$ cat src/rtl/s_cell_array.sv
// s_cell_array: WIDTH parallel S-type 4:1 logic cells whose truth tables come from a
// serial configuration chain, with a DEPTH-stage valid-tagged output pipeline.
module s_cell_array #(
  parameter int WIDTH = 8,
  parameter int DEPTH = 2
) (
  input  logic             clk,
  input  logic             clr,
  input  logic             cfg_shift,
  input  logic             cfg_in,
  output logic             cfg_out,
  output logic             cfg_loaded,
  input  logic             sel_mode,
  input  logic             in_valid,
  output logic             in_ready,
  input  logic [WIDTH-1:0] a1,
  input  logic [WIDTH-1:0] b1,
  input  logic [WIDTH-1:0] a0,
  input  logic [WIDTH-1:0] b0,
  output logic             out_valid,
  output logic [WIDTH-1:0] out
);

  localparam int CFG_BITS = 4 * WIDTH;
  localparam int CW       = $clog2(CFG_BITS + 1);
  localparam logic [CW-1:0] CNT_FULL = CW'(CFG_BITS);

  logic [CFG_BITS-1:0]          cfg_q, cfg_d;
  logic [CW-1:0]                cnt_q, cnt_d;
  logic                         shift_prev_q, shift_prev_d;
  logic [DEPTH-1:0][WIDTH-1:0]  data_q, data_d;
  logic [DEPTH-1:0]             vld_q, vld_d;
  logic [WIDTH-1:0]             result;
  logic                         xfer;

  assign in_ready   = !cfg_shift;
  assign xfer       = in_valid && in_ready;
  assign cfg_out    = cfg_q[0];
  assign cfg_loaded = (cnt_q == CNT_FULL) && !cfg_shift;
  assign out        = data_q[DEPTH-1];
  assign out_valid  = vld_q[DEPTH-1];

  // Per-lane cell: {s1,s0} picks one of the lane's four configuration bits.
  always_comb begin
    logic [1:0] sel;
    // NOTE: every variable assigned in always_comb gets a default first so no path leaves it unassigned (which would infer a latch).
    sel    = '0;
    result = '0;
    for (int i = 0; i < WIDTH; i++) begin
      sel[1]    = a1[i] | b1[i];
      sel[0]    = sel_mode ? a0[i] : (a0[i] & b0[i]);
      result[i] = cfg_q[4*i + int'(sel)];
    end
  end

  always_comb begin
    cfg_d        = cfg_q;
    cnt_d        = cnt_q;
    shift_prev_d = cfg_shift;
    if (cfg_shift) begin
      cfg_d = {cfg_in, cfg_q[CFG_BITS-1:1]};
      // A new load burst restarts the count; extra shifts saturate it.
      if (!shift_prev_q)          cnt_d = CW'(1);
      else if (cnt_q != CNT_FULL) cnt_d = cnt_q + CW'(1);
    end
  end

  // Data only advances behind a valid bit, so out holds its last result across bubbles.
  always_comb begin
    data_d    = data_q;
    vld_d     = '0;
    vld_d[0]  = xfer;
    if (xfer) data_d[0] = result;
    for (int k = 1; k < DEPTH; k++) begin
      vld_d[k] = vld_q[k-1];
      if (vld_q[k-1]) data_d[k] = data_q[k-1];
    end
  end

  // NOTE: sequential state uses non-blocking assignments so every flop samples pre-edge values.
  always_ff @(posedge clk or posedge clr) begin
    if (clr) begin
      cfg_q        <= '0;
      cnt_q        <= '0;
      shift_prev_q <= 1'b0;
      data_q       <= '0;
      vld_q        <= '0;
    end else begin
      cfg_q        <= cfg_d;
      cnt_q        <= cnt_d;
      shift_prev_q <= shift_prev_d;
      data_q       <= data_d;
      vld_q        <= vld_d;
    end
  end

endmodule

$ cat config.mk
export PLATFORM = sky130hd
export DESIGN_NAME = s_cell_array
export DESIGN_NICKNAME = d
export VERILOG_FILES = /design/src/rtl/s_cell_array.sv
export SDC_FILE = /design/constraint.sdc
export NUM_CORES = 1
export LEC_CHECK = 0
export ABC_AREA = 1
export CORE_MARGIN = 1.5
export CORE_UTILIZATION = 52
export DETAILED_ROUTE_END_ITERATION = 8
export HOLD_SLACK_MARGIN = 0.15
export PLACE_DENSITY = 0.79
export SYNTH_ARGS = -nofsm -noshare
export SYNTH_HDL_FRONTEND = slang
export SYNTH_SLANG_ARGS = --single-unit
$ cat constraint.sdc
create_clock -name clk -period 2.1 [get_ports clk]
set_clock_uncertainty 0.1 [all_clocks]
set_input_delay 0.315 -clock clk [delete_from_list [all_inputs] [get_ports clk]]
set_output_delay 0.315 -clock clk [all_outputs]
set_load 0.05 [all_outputs]
==> impl_metrics.toml, run 1 <==
[floorplan]
fp.dieH_um = 76.12
row_count = 26
io_pins = 50
start_util = 0.5409
die_area_sq_um = 5794
chipWidth_um = 76.12
core_area_sq_um = 5140

[power_and_ir_drop]
switchingPower_mw = 0.9277
seq_power_share = 0.441
p_total_mw = 3.121
ir_drop_mv = 0.6704
comb_power_share = 0.221
p_int_mw = 2.193
p_sw_frac = 0.2973
power_density_nw_per_um2 = 895.9
clkPwrFrac = 0.338
power_leakage_nw = 1.729

[status]
status = "finished, final reports clean"

[route]
vias = 2320
dr.first_iter.drc_count = 104
viasPerCell = 4.936
wl_per_cell_um = 11.80
dr.pass1.iters = 4
drcViolationCount = 0
routed_wl_um = 5548
antenna_left = 0

[clock_network]
cts-hold-fix-buffers = 0
clock-sinks = 57
htreeDepth = 3
clkLatencyLatePin_ps = 330
cts_setup_buffers = 0
cts_buffer_depth = 2
cts_tree = "done"
numCtsBuffers = 9
cts.clk_slew.worst_paths_ps = 60
cts_resized = 0
clockRootBuffer = "clkbuf_8"

[synthesis]
netlist.area_leader.share = 0.5131
syn_inst = 349
synth.top_cells.by_area = "dfrtp_1, nand2_1, inv_1"
yosys.area.top_type = "dfrtp_1"
synth_area_sq_um = 2780
synth_enable_flop_cells = 0
avgSynthCellArea_sq_um = 7.966
synth_warnings = 0
synth_cell_types = 19
ys_seq_area_frac = 0.5131
synth_ff_type = "dfrtp_1"
synth_seq_cells = 57
syn_nets = 389
synth_common_cells = "nand2_1, dfrtp_1, inv_1"
yosys.cell_count.top_type = "nand2_1"
synth-async-reset-ratio = 1.000

[critical_path]
worstPathMaxFanout = 5
cp.arrival_ps = 1550
setup.worst_path.end_class = "primary output"
cp.required_ps = 1680
path_class = "flip-flop to primary output"
cp-start-kind = "flip-flop"

[sta]
slew-limit-headroom = 0.6542
tns_ps = 0
hold_violations = 0
fin_crit_sh = 0.9337
setup_viol = 0
rsz0062_at_grt = "false"
fin_crit_ps = 1961
fmax_mhz = 510.0
slew_viol_final = 0
worst_pin_slew_ps = 518.7

[global_route]
grt_remaining_overflow = 0
grt_max_degree = 66
grt_util_all_layers = 0.2094
first_global_vias = 2208
antenna_found_initial = 0
grt_pass1_wl_um = 9528

[cells_and_area]
final_nets = 435
area_growth_syn_to_layout_pct = 25.29
diodes = 0
design_area_sq_um = 3483
fin_util = 0.6777
drive_above_1_share = 0.08750

[placement]
hpwl_um = 3943
io_buffer_count = 49
gp_congestion = 0.8172
place_area_sq_um = 3276

[hold_path]
min-delay-path-class = "input pin to asynchronous set/reset pin"

[flow_run]
cap_violations = 0
## cells in the final DEF, fill, tap and decap left out
cell             instances
nand3_2                  1
buf_2                    1
inv_1                   54
o21bai_1                 1
ha_1                     2
mux2_2                   8
o21bai_4                 1
bufinv_16                1
inv_2                    4
o21ai_0                 40
nor2_1                  15
clkbuf_1                 2
dfrtp_1                 57
buf_12                   1
xor2_1                   2
buf_4                    3
clkdlybuf4s50_1         46
clkinv_2                 1
nand3_1                 37
or2_2                    1
clkbuf_8                12
nand2_2                  1
nand2_1                106
o21ai_1                  3
## cell families (layout without fill, tap and decap cells)
group,after synthesis,after routing,share of synthesized area
AO/OA/AOI/OAI,45,45,0.08686
XOR/XNOR,2,2,0.006302
adder cells (fa/ha/maj),2,2,0.008999
buffers and inverters,74,125,0.1143
flip-flops,57,57,0.5131
multiplexers,8,8,0.03240
AND/OR/NAND/NOR,161,161,0.2381
## path summary, 6_finish.rpt
kind | start | end | slack (ps) | cells past startpoint
setup / recovery | cnt_q[0]$_DFFE_PP0P_ | cfg_loaded | 140 | 7
hold / removal | clr | out[7]$_DFFE_PP0P_ | 250 | 3
setup reg to reg | cnt_q[0]$_DFFE_PP0P_ | cnt_q[3]$_DFFE_PP0P_ | 630 | 8
hold reg to reg | cfg_q[23]$_DFFE_PP0P_ | cfg_q[22]$_DFFE_PP0P_ | 380 | 2
max in group asynchronous | clr | cfg_q[9]$_DFFE_PP0P_ | 1390 | 3
min in group clk | cfg_shift | cnt_q[4]$_DFFE_PP0P_ | 300 | 5
## sequential cells by signal (all words and copies together), names as in the netlist
name	flops
data_q	8
vld_q	2
out	8
shift_prev_q	1
cnt_q	6
cfg_q	32
## critical path: stages, from the launching register on
cell	delay [ps]
dfrtp_1	420
inv_1	90
ha_1	150
nand2_1	50
inv_1	70
nand3_2	110
nor2_1	120
buf_4	200
## layout make-up
type	count	area, sq um
Clock inverter	2	35.03
Sequential cell	57	1426
Fill cell	445	1657
Timing Repair Buffer	51	508.0
Inverter	58	217.7
Multi-Input combinational cell	218	1036
Clock buffer	14	172.7
Tap cell	70	87.58
## per-stage QoR
stage / setup slack [ps] / cells / hold slack, ps
final: 139.3 / 470 / 250.4
after global routing: 0.5151 / 470 / 292.1
after floorplan: 230.8 / 349 / 246.4
after detailed placement: 274.7 / 454 / 363.6
after global placement: 277.6 / 454 / 359.7
after CTS: 121.4 / 470 / 257.3
## power groups by stage
stage | Clock (mW) | Combinational (mW) | Sequential (mW)
floorplan | 0 | 0.511 | 1.37
global placement | 0 | 0.675 | 1.39
detailed placement | 0 | 0.695 | 1.39
CTS | 1.07 | 0.697 | 1.38
global route | 1.12 | 0.765 | 1.40
finish | 1.06 | 0.690 | 1.38
## layer usage
metal  vias up  global-route usage  share of wire
met3        10             0.03713          0.034
met1      1081              0.2516           0.46
li1       1176                   -              -
met2        53              0.3595           0.48
met4         0              0.1111          0.022
met5         -                   0              0
No activity file was read; power rests on OpenSTA's default activity.
==> run 2, diff against run 1 <==
ABC_AREA = unset   (was 1)
CORE_ASPECT_RATIO = 1.1   (was unset)
CORE_UTILIZATION = 51   (was 52)
==> run 2 against run 1 <==
Power increased by 15%; global-route usage is 1.7 points lower; combinational power up 46%; highest routed layer unchanged; final cell count decreased by 32%; routed wire length is 16% lower; critical path type unchanged; critical path depth decreased by 2.
==> impl_metrics.toml, run 2 <==
[sta]
hold_slack_ps = 240.7
hold_violations = 0
fin_crit_ps = 2003
slew_viol_final = 0
rsz0062_at_grt = "false"
slew-limit-headroom = 0.6446
setup_viol = 0
fin_crit_sh = 0.9539
fmax_mhz = 499.2
worst_pin_slew_ps = 531.5

[placement]
gp_congestion = 0.7879
io_buffer_count = 49
hpwl_um = 3228
place_area_sq_um = 3164

[global_route]
grt_pass1_wl_um = 7990
grt_max_degree = 58
met2_usage = 0.2888
grt_util_all_layers = 0.1928
grt_remaining_overflow = 0
antenna_found_initial = 0
grtUsageMet1 = 0.2412
use_met3 = 0.05974
first_global_vias = 1744
top_usage_layer = "met2"

[floorplan]
core_area_sq_um = 4750
start_util = 0.5432
row_count = 26
chipWidth_um = 70.82
die_area_sq_um = 5495
fp.dieH_um = 77.60
io_pins = 50

[critical_path]
cp.arrival_ps = 1590
reg2reg_depth = 5
r2r_start = "cnt_q[0]$_DFFE_PP0P_"
worstPathMaxFanout = 5
cp_cell_sequence = "inv_1, ha_1, nand4_1, nor2_1, buf_12"
path_class = "flip-flop to primary output"
cp-start-kind = "flip-flop"
r2r-end = "cnt_q[1]$_DFFE_PP0P_"
ff2ff_setup_slack_ps = 550
setup.worst_path.end_class = "primary output"
critical-path-max-stage-delay_ps = 390
cpLargestDelayFamily = "simple AND/OR/NAND/NOR gates"
critical_path_buf_inv_count = 2
cp_slowest_cell = "dfrtp_1"
cp.required_ps = 1680

[route]
vias = 1772
antenna_left = 0
routed_wl_um = 4668
drcViolationCount = 0
wl_per_cell_um = 14.68
dr.first_iter.drc_count = 104
viasPerCell = 5.572
dr.pass1.iters = 4

[clock_network]
cts_buffer_depth = 2
cts_setup_buffers = 0
clockRootBuffer = "clkbuf_8"
numCtsBuffers = 9
clkLatencyLatePin_ps = 330
clock-sinks = 57
cts-hold-fix-buffers = 0
cts.clk_slew.worst_paths_ps = 60
htreeDepth = 3
cts_tree = "done"
cts_resized = 0

[cells_and_area]
regMostFlops = "cfg_q"
design_area_sq_um = 3338
fillCellCount = 363
largest_reg_flops = 32
final_cell_mix = "dfrtp_1, mux2_2, clkdlybuf4s50_1"
regArea_sq_um = 1426
multi_input_area_sq_um = 1032
final_common_cell = "dfrtp_1"
area_growth_syn_to_layout_pct = 29.39
diodes = 0
final_nets = 297
drive_above_1_share = 0.3244

[synthesis]
synth_area_sq_um = 2580
netlist.area_leader.share = 0.5529
synth.top_cells.by_area = "dfrtp_1, mux2_2, o21ai_0"
synth_enable_flop_cells = 0
syn_inst = 200
yosys.cell_count.top_type = "dfrtp_1"
syn_nets = 240
yosys.area.top_type = "dfrtp_1"
synth_warnings = 0
synth-async-reset-ratio = 1.000
synth_common_cells = "dfrtp_1, mux2_2, o21ai_0"
ys_seq_area_frac = 0.5529
synth_cell_types = 22
avgSynthCellArea_sq_um = 12.90
synth_seq_cells = 57
synth_ff_type = "dfrtp_1"

[power_and_ir_drop]
power_leakage_nw = 1.466
power_density_nw_per_um2 = 1072
ir_drop_mv = 0.6292

[status]
status = "finished, final reports clean"

[flow_run]
cap_violations = 0

[hold_path]
min-delay-path-class = "input pin to asynchronous set/reset pin"
==> run 2: changes by cell type after synthesis, sizes merged, moves of 3 or more <==
cell   previous run  this run
inv              58         6
o21ai            43        19
a22o              0         3
o221a             0         7
nor2             15        11
mux2              8        48
nand2           107         4
mux2i             0         8
nand3            38        10
==> run 2: how the worst max path moves through the flow <==
| stage | to | startpoint | cells past startpoint |
|---|---|---|---|
| after floorplan | cfg_loaded | cnt_q[0]$_DFFE_PP0P_ | 4 |
| after global placement | data_q[7]$_DFFE_PP0P_ | sel_mode | 4 |
| after detailed placement | data_q[2]$_DFFE_PP0P_ | sel_mode | 4 |
| after CTS | cfg_loaded | cnt_q[0]$_DFFE_PP0P_ | 5 |
| after global routing | cfg_loaded | cnt_q[0]$_DFFE_PP0P_ | 5 |
| final | cfg_loaded | cnt_q[0]$_DFFE_PP0P_ | 5 |
==> run 2: report_power, final <==
group          internal, mW  switching, mW
clock network         0.486          0.395
logic                 0.558          0.449
registers              1.46          0.233
total                  2.50           1.08
==> run 2: worst reg2reg max path, stage by stage, from the launching register on <==
cell,delay [ps]
dfrtp_1,390
inv_1,100
ha_1,170
nand4_1,180
and3_1,270
a22o_1,230
==> run 2: final cells by class <==
cell class / instances / area share
clock buffers: 13 / 0.04760
clock inverters: 3 / 0.004498
inverters: 6 / 0.006747
multi-input cells: 122 / 0.3092
flip-flops and latches: 57 / 0.4273
well taps: 56 / 0.02099
repair buffers: 61 / 0.1837
==> run 2: metal layers <==
metal / wire length [um] / vias up
li1: - / 836
met1: 2098 / 866
met2: 2153 / 58
met3: 264 / 12
met4: 151 / 0
met5: 0 / -
==> run 2: stage by stage <==
step / cells / TNS [ps] / power (mW) / setup slack, ps / utilization
2_1_floorplan: 200 / 0 / 2.452 / 275.5 / -
3_3_place_gp: 302 / 0 / 2.691 / 54.71 / 0.6662
3_5_place_dp: 302 / -206.0 / 2.727 / -62.21 / 0.6662
4_1_cts: 318 / 0 / 3.628 / 62.87 / 0.7028
5_1_grt: 318 / 0 / 3.796 / 12.76 / 0.7028
6_report: 318 / 0 / 3.580 / 96.76 / 0.7028
==> run 2: kinds of logic after synthesis <==
kind of cell / share of synthesized area
multiplexers: 0.2493
flip-flops: 0.5529
AO/OA/AOI/OAI: 0.08536
AND/OR/NAND/NOR: 0.05577
buffers and inverters: 0.04704
adder cells (fa/ha/maj): 0.009698
